$ cat src/rtl/rom_ctrl_pkg.sv
// rom_ctrl_pkg: shared types for the rom_ctrl digest capture path.
package rom_ctrl_pkg;
  // Only four codes fit at distance 3 in 5 bits; Error sits at distance >= 2 from all of them.
  typedef enum logic [4:0] {
    StCapture = 5'b10101,
    StWaitK   = 5'b10010,
    StStart   = 5'b01100,
    StDone    = 5'b01011,
    StError   = 5'b11111
  } state_e;
  function automatic int vbits(input int n);
    return (n <= 1) ? 1 : $clog2(n);
  endfunction
endpackage

$ cat src/rtl/prim_count.sv
// prim_count: saturating up-counter with an inverted shadow copy for fault detection.
module prim_count #(
  parameter int Width = 3,
  parameter logic [Width-1:0] MaxVal = '1
) (
  input  logic             clk_i,
  input  logic             rst_ni,
  input  logic             incr_en_i,
  output logic [Width-1:0] cnt_o,
  output logic             err_o
);
  logic [Width-1:0] cnt_d, cnt_q, cnt_n_d, cnt_n_q;
  always_comb begin
    cnt_d   = (incr_en_i && cnt_q != MaxVal) ? cnt_q + Width'(1) : cnt_q;
    cnt_n_d = ~cnt_d;
  end
  always_ff @(posedge clk_i or negedge rst_ni) begin
    if (!rst_ni) begin
      cnt_q   <= '0;
      cnt_n_q <= '1;
    end else begin
      cnt_q   <= cnt_d;
      cnt_n_q <= cnt_n_d;
    end
  end
  assign cnt_o = cnt_q;
  assign err_o = cnt_q != ~cnt_n_q;
endmodule

$ cat src/rtl/rom_ctrl_digest_capture.sv
// rom_ctrl_digest_capture: captures the expected digest from the ROM sweep and the KMAC digest, then starts the compare.
// Define ROM_CTRL_CAPTURE_MASK_EN to hide both digests until capture_done_o.
module rom_ctrl_digest_capture
  import rom_ctrl_pkg::*;
#(
  parameter  int RomDepth = 8192,
  parameter  int NumWords = 8,
  localparam int RomAW    = $clog2(RomDepth)
) (
  input  logic                  clk_i,
  input  logic                  rst_ni,
  input  logic                  rom_vld_i,
  input  logic [RomAW-1:0]      rom_addr_i,
  input  logic [31:0]           rom_data_i,
  input  logic                  kmac_vld_i,
  input  logic [NumWords*32-1:0] kmac_digest_i,
  output logic [NumWords*32-1:0] exp_digest_o,
  output logic [NumWords*32-1:0] digest_o,
  output logic                  start_o,
  output logic                  capture_done_o,
  output logic                  alert_o
);
  localparam int CntW = vbits(NumWords);
  localparam logic [RomAW-1:0] TopBase = RomAW'(RomDepth - NumWords);
  localparam logic [CntW-1:0] LastCnt = CntW'(NumWords - 1);

  state_e state_d, state_q;
  logic [NumWords*32-1:0] exp_d, exp_q, dig_d, dig_q;
  logic seen_d, seen_q, alert_d, alert_q;
  logic [CntW-1:0] cnt;
  logic cnt_err, top, in_cap, hit, last, kmac_new;

  assign top      = rom_vld_i && rom_addr_i >= TopBase;
  assign in_cap   = state_q == StCapture;
  assign hit      = top && in_cap && rom_addr_i == TopBase + RomAW'(cnt);
  assign last     = hit && cnt == LastCnt;
  assign kmac_new = kmac_vld_i && !seen_q && (in_cap || state_q == StWaitK);

  prim_count #(
    .Width (CntW),
    .MaxVal(LastCnt)
  ) u_cnt (
    .clk_i    (clk_i),
    .rst_ni   (rst_ni),
    .incr_en_i(hit),
    .cnt_o    (cnt),
    .err_o    (cnt_err)
  );

  always_comb begin
    state_d = state_q;
    exp_d   = exp_q;
    dig_d   = kmac_new ? kmac_digest_i : dig_q;
    seen_d  = seen_q | kmac_new;
    alert_d = alert_q | cnt_err | (top && !hit) | (kmac_vld_i && seen_q);
    if (hit) exp_d[32*cnt +: 32] = rom_data_i;
    case (state_q)
      StCapture: if (last) state_d = (seen_q || kmac_vld_i) ? StStart : StWaitK;
      StWaitK:   if (kmac_vld_i) state_d = StStart;
      StStart:   state_d = StDone;
      StDone:    state_d = StDone;
      StError:   alert_d = 1'b1;
      default: begin
        state_d = StError;
        alert_d = 1'b1;
      end
    endcase
  end

  always_ff @(posedge clk_i or negedge rst_ni) begin
    if (!rst_ni) begin
      state_q <= StCapture;
      exp_q   <= '0;
      dig_q   <= '0;
      seen_q  <= 1'b0;
      alert_q <= 1'b0;
    end else begin
      state_q <= state_d;
      exp_q   <= exp_d;
      dig_q   <= dig_d;
      seen_q  <= seen_d;
      alert_q <= alert_d;
    end
  end

  assign start_o        = state_q == StStart;
  assign capture_done_o = state_q == StDone;
  assign alert_o        = alert_q;
`ifdef ROM_CTRL_CAPTURE_MASK_EN
  assign exp_digest_o = capture_done_o ? exp_q : '0;
  assign digest_o     = capture_done_o ? dig_q : '0;
`else
  assign exp_digest_o = exp_q;
  assign digest_o     = dig_q;
`endif
endmodule

$ cat config.mk
export PLATFORM = sky130hd
export DESIGN_NAME = rom_ctrl_digest_capture
export DESIGN_NICKNAME = d
export VERILOG_FILES = /design/src/rtl/rom_ctrl_pkg.sv /design/src/rtl/prim_count.sv /design/src/rtl/rom_ctrl_digest_capture.sv
export SDC_FILE = /design/constraint.sdc
export NUM_CORES = 1
export LEC_CHECK = 0
export ABC_AREA = 1
export BUFFER_PORTS_ARGS = -buffer_cell sky130_fd_sc_hd__buf_2
export CAP_MARGIN = 5
export CORE_AREA = 3 3 319 321
export DETAILED_ROUTE_END_ITERATION = 12
export DIE_AREA = 0 0 322 324
export PLACE_DENSITY = 0.52
export SETUP_SLACK_MARGIN = 0.02
export SYNTH_ARGS = -nofsm -noshare
export SYNTH_HDL_FRONTEND = slang
export SYNTH_SLANG_ARGS = --single-unit
$ cat constraint.sdc
create_clock -name clk_i -period 2.8 [get_ports clk_i]
set_clock_uncertainty 0.15 [all_clocks]
set_input_delay 0.7 -clock clk_i [delete_from_list [all_inputs] [get_ports clk_i]]
set_output_delay 0.7 -clock clk_i [all_outputs]
set_load 0.03 [all_outputs]
==> metrics, run 1 <==
DRC Markers=0; Port Buffers=819; status=completed; die extent in y=324 um; Vias/cell=4.18; Rel. slew slack=56.7%; CTS buffer count=66; Sw Share=22.3%; IO Count=820; RSZ-0062 raised after global routing=false; global-route wire length before repair=131 mm; fin util=31.0%; initial antenna violation count=60; combinational fraction of design power=3.4%; Post-DP HPWL=71.8 mm; count of warnings emitted by yosys=0; number of synthesized flops with an enable pin=0; Rows=116; CTS clk-pin slew, worst paths=0.06 ns; flops & latches, synth=525; Starting Density=22.9%; total wire length=91.8 mm; clock share of power=52.7%; P_int=13.4 mW; TritonCTS Sinks=525; Flop pwr share=43.9%; routed via count=19400; main combinational cell family by area after synthesis=simple AND/OR/NAND/NOR gates; Core Box Area=99600 sq um; Tcrit/Tclk final=93.7%; PnR worst setup slack=0.178 ns; Pwr per Cell Area=560 nW/um^2; worst path required time=1.95 ns; CTS tree=built; 1st-pass router iterations=8; DR iter-0 viols=1114; sequential area share after synthesis=57.6%; mux contribution to synthesized area=0%; vias in the first global route=18800; WL per Instance=19.8 um; Synth Area per Inst=9.27 sq um; Die X=322 um; post-synthesis cell type count=33; Yosys top cell by area=dfrtp_1; Tot GR Track Use=16.9%; # setup viols final=0; Setup crit end kind=output port; clock latency on the worst-skew pair=0.61 ns; Max H-tree Level=3; post-synthesis simple-gate area fraction=16.4%; maximum vdd drop=0.495 mV; f_max=381 MHz; gpl congestion=0.844; max_cap viols=0; Worst Path Arrival=1.77 ns; count leader, synth=nand2_1; Final Max Slew Viols=0; asr flop ratio synth=100%; post-synthesis compound-gate area fraction=15.0%; P_sw=3.87 mW; post-layout min period=2.62 ns; area of the mapped netlist=22800 sq um; area share of the largest cell type after synthesis=56.9%; setup bufs post-CTS=0; Critical Path Start Type=flip-flop; post-synthesis xor/xnor area fraction=0.153%; share of cells above drive strength 1=37.8%; clock tree buffer depth=3; Layout area overhead=35.3%; nets=3590; hold_ws=0.166 ns; Sum Neg Setup Slack=0 ns; clk root buf=clkbuf_16; fin area=30900 sq um; cells after synthesis=2462; adder-cell share of the synthesized area=0.384%; dpl cell area=28500 sq um; largest net degree at the start of global routing=80; Lkg Pwr=16.7 nW; synth cell count leaders=nand2_1 (600), dfrtp_1 (519), inv_1 (379), o21ai_0 (220), o21ai_2 (214); prevailing post-synth register cell=dfrtp_1; HP Class=in2reg; Tightest Pin Transition=0.649 ns; die area=104000 sq um; syn nets=2774; Setup CP Type=reg2out; ranking of synthesized cells by area=dfrtp_1 (57%), nand2_1 (9.9%), o21ai_2 (8.2%); Max Fanout on Critical Path=4; grt ovf=0; ANT nets after route=0; pre-CTS WS=0.182 ns; endpoints failing hold=0
[metrics by stage]
stage | power, mW | std cells
4_1_cts | 17.6 | 4628
6_report | 17.3 | 4638
3_5_place_dp | 8.34 | 4507
5_1_grt | 18.0 | 4632
3_3_place_gp | 8.34 | 4507
2_1_floorplan | 7.84 | 2462
[flip-flops by register name (all words and copies together) (netlist names)]
register,cells
exp_digest_o,256
u_cnt.cnt_n_q,3
seen_q,1
u_cnt.cnt_o,3
digest_o,256
alert_o,1
state_q,5
[power by group through the flow]
| stage | clock (mW) | sequential [mW] | combinational, mW |
|---|---|---|---|
| 6_report | 9.12 | 7.59 | 0.596 |
| 2_1_floorplan | 0 | 7.73 | 0.112 |
| 5_1_grt | 9.70 | 7.58 | 0.683 |
| 4_1_cts | 9.43 | 7.59 | 0.618 |
| 3_3_place_gp | 0 | 7.73 | 0.612 |
| 3_5_place_dp | 0 | 7.73 | 0.614 |
[critical path: stages (launching register included)]
cell,delay (ns)
dfstp_2,0.56
nand2_1,0.06
nor3_1,0.22
clkbuf_4,0.32
[worst paths after layout]
kind,start,end,slack [ns],cells after the start
worst max-delay path,state_q[0]$_DFFE_PN1P_,capture_done_o,0.18,3
worst min-delay path,kmac_digest_i[31],digest_o[31]$_DFFE_PN0P_,0.17,3
worst max register to register,u_cnt.cnt_o[1]$_DFF_PN0_,exp_digest_o[9]$_DFFE_PN0P_,0.35,9
worst min register to register,exp_digest_o[21]$_DFFE_PN0P_,exp_digest_o[21]$_DFFE_PN0P_,0.32,2
max in group asynchronous,rst_ni,digest_o[140]$_DFFE_PN0P_,1.22,4
min in group asynchronous,rst_ni,exp_digest_o[217]$_DFFE_PN0P_,0.40,2
[logic make-up after synthesis]
group | count (synthesis)
compound gates | 521
xor+xnor | 4
fa+ha+maj | 7
buf+inv | 538
flops | 525
simple gates | 867
[cell usage in the layout, fill, tap and decap left out, types with 9 or more instances in the layout]
cell	netlist	routed
o21ai_0	220	220
nor3_1	41	41
o21ai_2	214	214
nand3_4	8	9
buf_12	0	27
nor2_1	73	73
buf_4	1	50
nand2_1	600	600
bufinv_16	0	10
clkbuf_16	0	68
diode_2	0	10
clkinv_2	0	13
dfrtp_1	519	518
clkbuf_1	82	13
inv_2	10	10
inv_1	379	378
buf_2	15	817
nand3_1	91	91
o21ai_1	83	83
nand4_1	34	34
[final cells by class]
type,instances,area [sq um]
inverters,389,1460
clock buffers,89,1860
diodes,10,25.0
clock inverters,31,455
repair buffers,897,5040
well taps,1298,1620
flip-flops and latches,525,13100
fillers,10700,68700
multi-input cells,1399,7290
[metal layers]
layer  up-vias  part of all wire, %  GRT usage (%)
li1       9388                    -              -
met1      9086                   38           18.9
met2       712                   48           29.2
met3       201                   11           7.31
met4        12                  3.3           5.42
met5         -                0.076              0
[timing repair]
item                                    4_1_cts  5_1_grt
resized for setup                             0        1
endpoints found under the setup margin        0        1
endpoints found under the hold margin        24        0
hold buffers                                  1        0
Note: power is estimated with default switching activity, not from simulation.
==> inputs of run 2 (changes only) <==
--- a/config.mk
+++ b/config.mk
@@ -5,13 +5,13 @@
 export SDC_FILE = /design/constraint.sdc
 export NUM_CORES = 1
 export LEC_CHECK = 0
-export ABC_AREA = 1
+export ABC_AREA = 0
 export BUFFER_PORTS_ARGS = -buffer_cell sky130_fd_sc_hd__buf_2
 export CAP_MARGIN = 5
-export CORE_AREA = 3 3 319 321
+export CORE_AREA = 3 3 315 317
 export DETAILED_ROUTE_END_ITERATION = 12
-export DIE_AREA = 0 0 322 324
-export PLACE_DENSITY = 0.52
+export DIE_AREA = 0 0 318 320
+export PLACE_DENSITY = 0.51
 export SETUP_SLACK_MARGIN = 0.02
 export SYNTH_ARGS = -nofsm -noshare
 export SYNTH_HDL_FRONTEND = slang
==> run 2 against run 1 <==
Against the previous run:
- via count decreased by 25%
- routed wire length decreased by 14%
- core utilization decreased by 0.77 points
- die area decreased by 2.5%
- cell area decreased by 5.4%
- sequential share of layout area increased by 2.4 points
- hold slack got worse by 0.022 ns
- critical endpoint is now start_o
==> metrics, run 2 <==
initial antenna violation count=26; CP max-delay cell=dfstp_2; CTS buffer count=60; cells after synthesis=1297; 1st-pass router iterations=5; # setup viols final=0; dpl cell area=27100 sq um; count leader, synth=dfrtp_1; combinational fraction of design power=3.2%; post-layout min period=2.68 ns; HP Class=in2reg; Critical Path Start Type=flip-flop; RSZ-0062 raised after global routing=true; P_sw=3.59 mW; Max H-tree Level=2; share of cells above drive strength 1=68.1%; Flop pwr share=46.9%; endpoints failing hold=0; pre-CTS WS=-0.136 ns; die extent in y=320 um; IO Count=820; P_int=12.6 mW; Vias/cell=4.12; clk root buf=clkbuf_16; flops & latches, synth=525; Rows=114; gpl congestion=0.856; Tcrit/Tclk final=95.7%; Tightest Pin Transition=0.531 ns; CP cell instances=nand2_1 > nor4_4 > clkbuf_4; DRC Markers=0; Worst Path Arrival=1.83 ns; fin area=29200 sq um; clock share of power=49.9%; Total Power=16.2 mW; die area=102000 sq um; post-synthesis cell type count=50; Post-DP HPWL=62.5 mm; grt ovf=0; fin util=30.3%; largest net degree at the start of global routing=87; Synth Area per Inst=16.2 sq um; Die X=318 um; Setup CP Type=reg2out; f_max=373 MHz; CTS clk-pin slew, worst paths=0.06 ns; Sum Neg Setup Slack=0 ns; ANT nets after route=0; most frequent cells in the layout=buf_2 (817), dfrtp_1 (518), mux2_2 (422); global-route wire length before repair=112 mm; Pwr per Cell Area=554 nW/um^2; nets=2488; PnR worst setup slack=0.121 ns; DR iter-0 viols=967; Final Max Slew Viols=0; area share of the largest cell type after synthesis=61.7%; worst path required time=1.95 ns; most common cell after layout, fill and taps aside=buf_2; number of synthesized flops with an enable pin=0; area of the mapped netlist=21100 sq um; synth cell count leaders=dfrtp_1 (519), mux2_2 (422), and2_1 (97), mux2_4 (90), buf_2 (37); count of warnings emitted by yosys=0; Layout area overhead=38.8%; sequential area share after synthesis=62.4%; register area=13100 sq um; slowest stage delay, CP=0.62 ns; ranking of synthesized cells by area=dfrtp_1 (62%), mux2_2 (23%), mux2_4 (6.4%); routed via count=14500; clock latency on the worst-skew pair=0.62 ns; Sw Share=22.2%; Tot GR Track Use=14.9%; hold_ws=0.144 ns; WL per Instance=22.4 um; max_cap viols=0; Lkg Pwr=16.3 nW; footprint of the multi-input gates=7500 sq um; TritonCTS Sinks=525; Non-Filler Instances=3515; vias in the first global route=15500; Starting Density=21.8%; Max Fanout on Critical Path=9; fillers=9784; asr flop ratio synth=100%; Placed Cells=3387; Setup crit end kind=output port; maximum vdd drop=0.458 mV; Core Box Area=96600 sq um; status=completed; prevailing post-synth register cell=dfrtp_1; Port Buffers=819; clock tree buffer depth=3; total wire length=78.7 mm; syn nets=1609; Yosys top cell by area=dfrtp_1; Rel. slew slack=64.5%; CTS tree=built
[run 2: final timing paths]
check	start	to	slack (ns)	cells after the start
max	state_q[2]$_DFFE_PN1P_	start_o	0.12	3
min	kmac_digest_i[152]	digest_o[152]$_DFFE_PN0P_	0.14	2
max reg2reg	state_q[2]$_DFFE_PN1P_	exp_digest_o[113]$_DFFE_PN0P_	0.12	6
min reg2reg	exp_digest_o[190]$_DFFE_PN0P_	exp_digest_o[190]$_DFFE_PN0P_	0.35	1
max in group asynchronous	rst_ni	digest_o[14]$_DFFE_PN0P_	1.19	3
min in group asynchronous	rst_ni	exp_digest_o[182]$_DFFE_PN0P_	0.46	2
[run 2: cells by family after synthesis]
group,Yosys count,share of synthesized area (%)
buffers and inverters,71,2.11
flip-flops,525,62.4
XOR/XNOR,8,0.333
adder cells (fa/ha/maj),7,0.416
AO/OA/AOI/OAI,17,0.582
multiplexers,516,29.2
AND/OR/NAND/NOR,153,4.93
[run 2: worst max-delay path, delay by kind of cell (launching register included)]
family | cells | cell delay, ns
flip-flops | 1 | 0.62
AND/OR/NAND/NOR | 2 | 0.34
buffers and inverters | 1 | 0.26
[run 2: area by class of cell]
type | count | share of cell area [%]
diodes | 15 | 0.128
clock buffers | 84 | 5.86
clock inverters | 26 | 1.07
inverters | 3 | 0.0385
multi-input cells | 701 | 25.7
flip-flops and latches | 525 | 45.0
well taps | 1276 | 5.46
repair buffers | 885 | 16.8
[run 2: timing repair]
| item | 4_1_cts | 5_1_grt |
|---|---|---|
| endpoints found under the hold margin | 27 | 0 |
| hold buffers | 1 | 0 |
| setup buffers | 0 | 2 |
| gates resized for setup | 1 | 3 |
| endpoints found under the setup margin | 1 | 3 |
[run 2: power by group through the flow]
stage | registers (mW) | clock network [mW] | logic [mW]
after floorplan | 7.73 | 0 | 0.0362
after global placement | 7.73 | 0 | 0.520
after detailed placement | 7.73 | 0 | 0.528
after CTS | 7.59 | 8.36 | 0.532
after global routing | 7.58 | 8.66 | 0.576
final | 7.59 | 8.08 | 0.517
[run 2: per-layer routing]
layer | vias up | GRT usage (%) | wire, um
li1 | 6345 | - | -
met1 | 7429 | 17.5 | 30300
met2 | 539 | 24.5 | 38700
met3 | 145 | 5.13 | 6440
met4 | 10 | 6.85 | 3270
met5 | - | 0 | 70
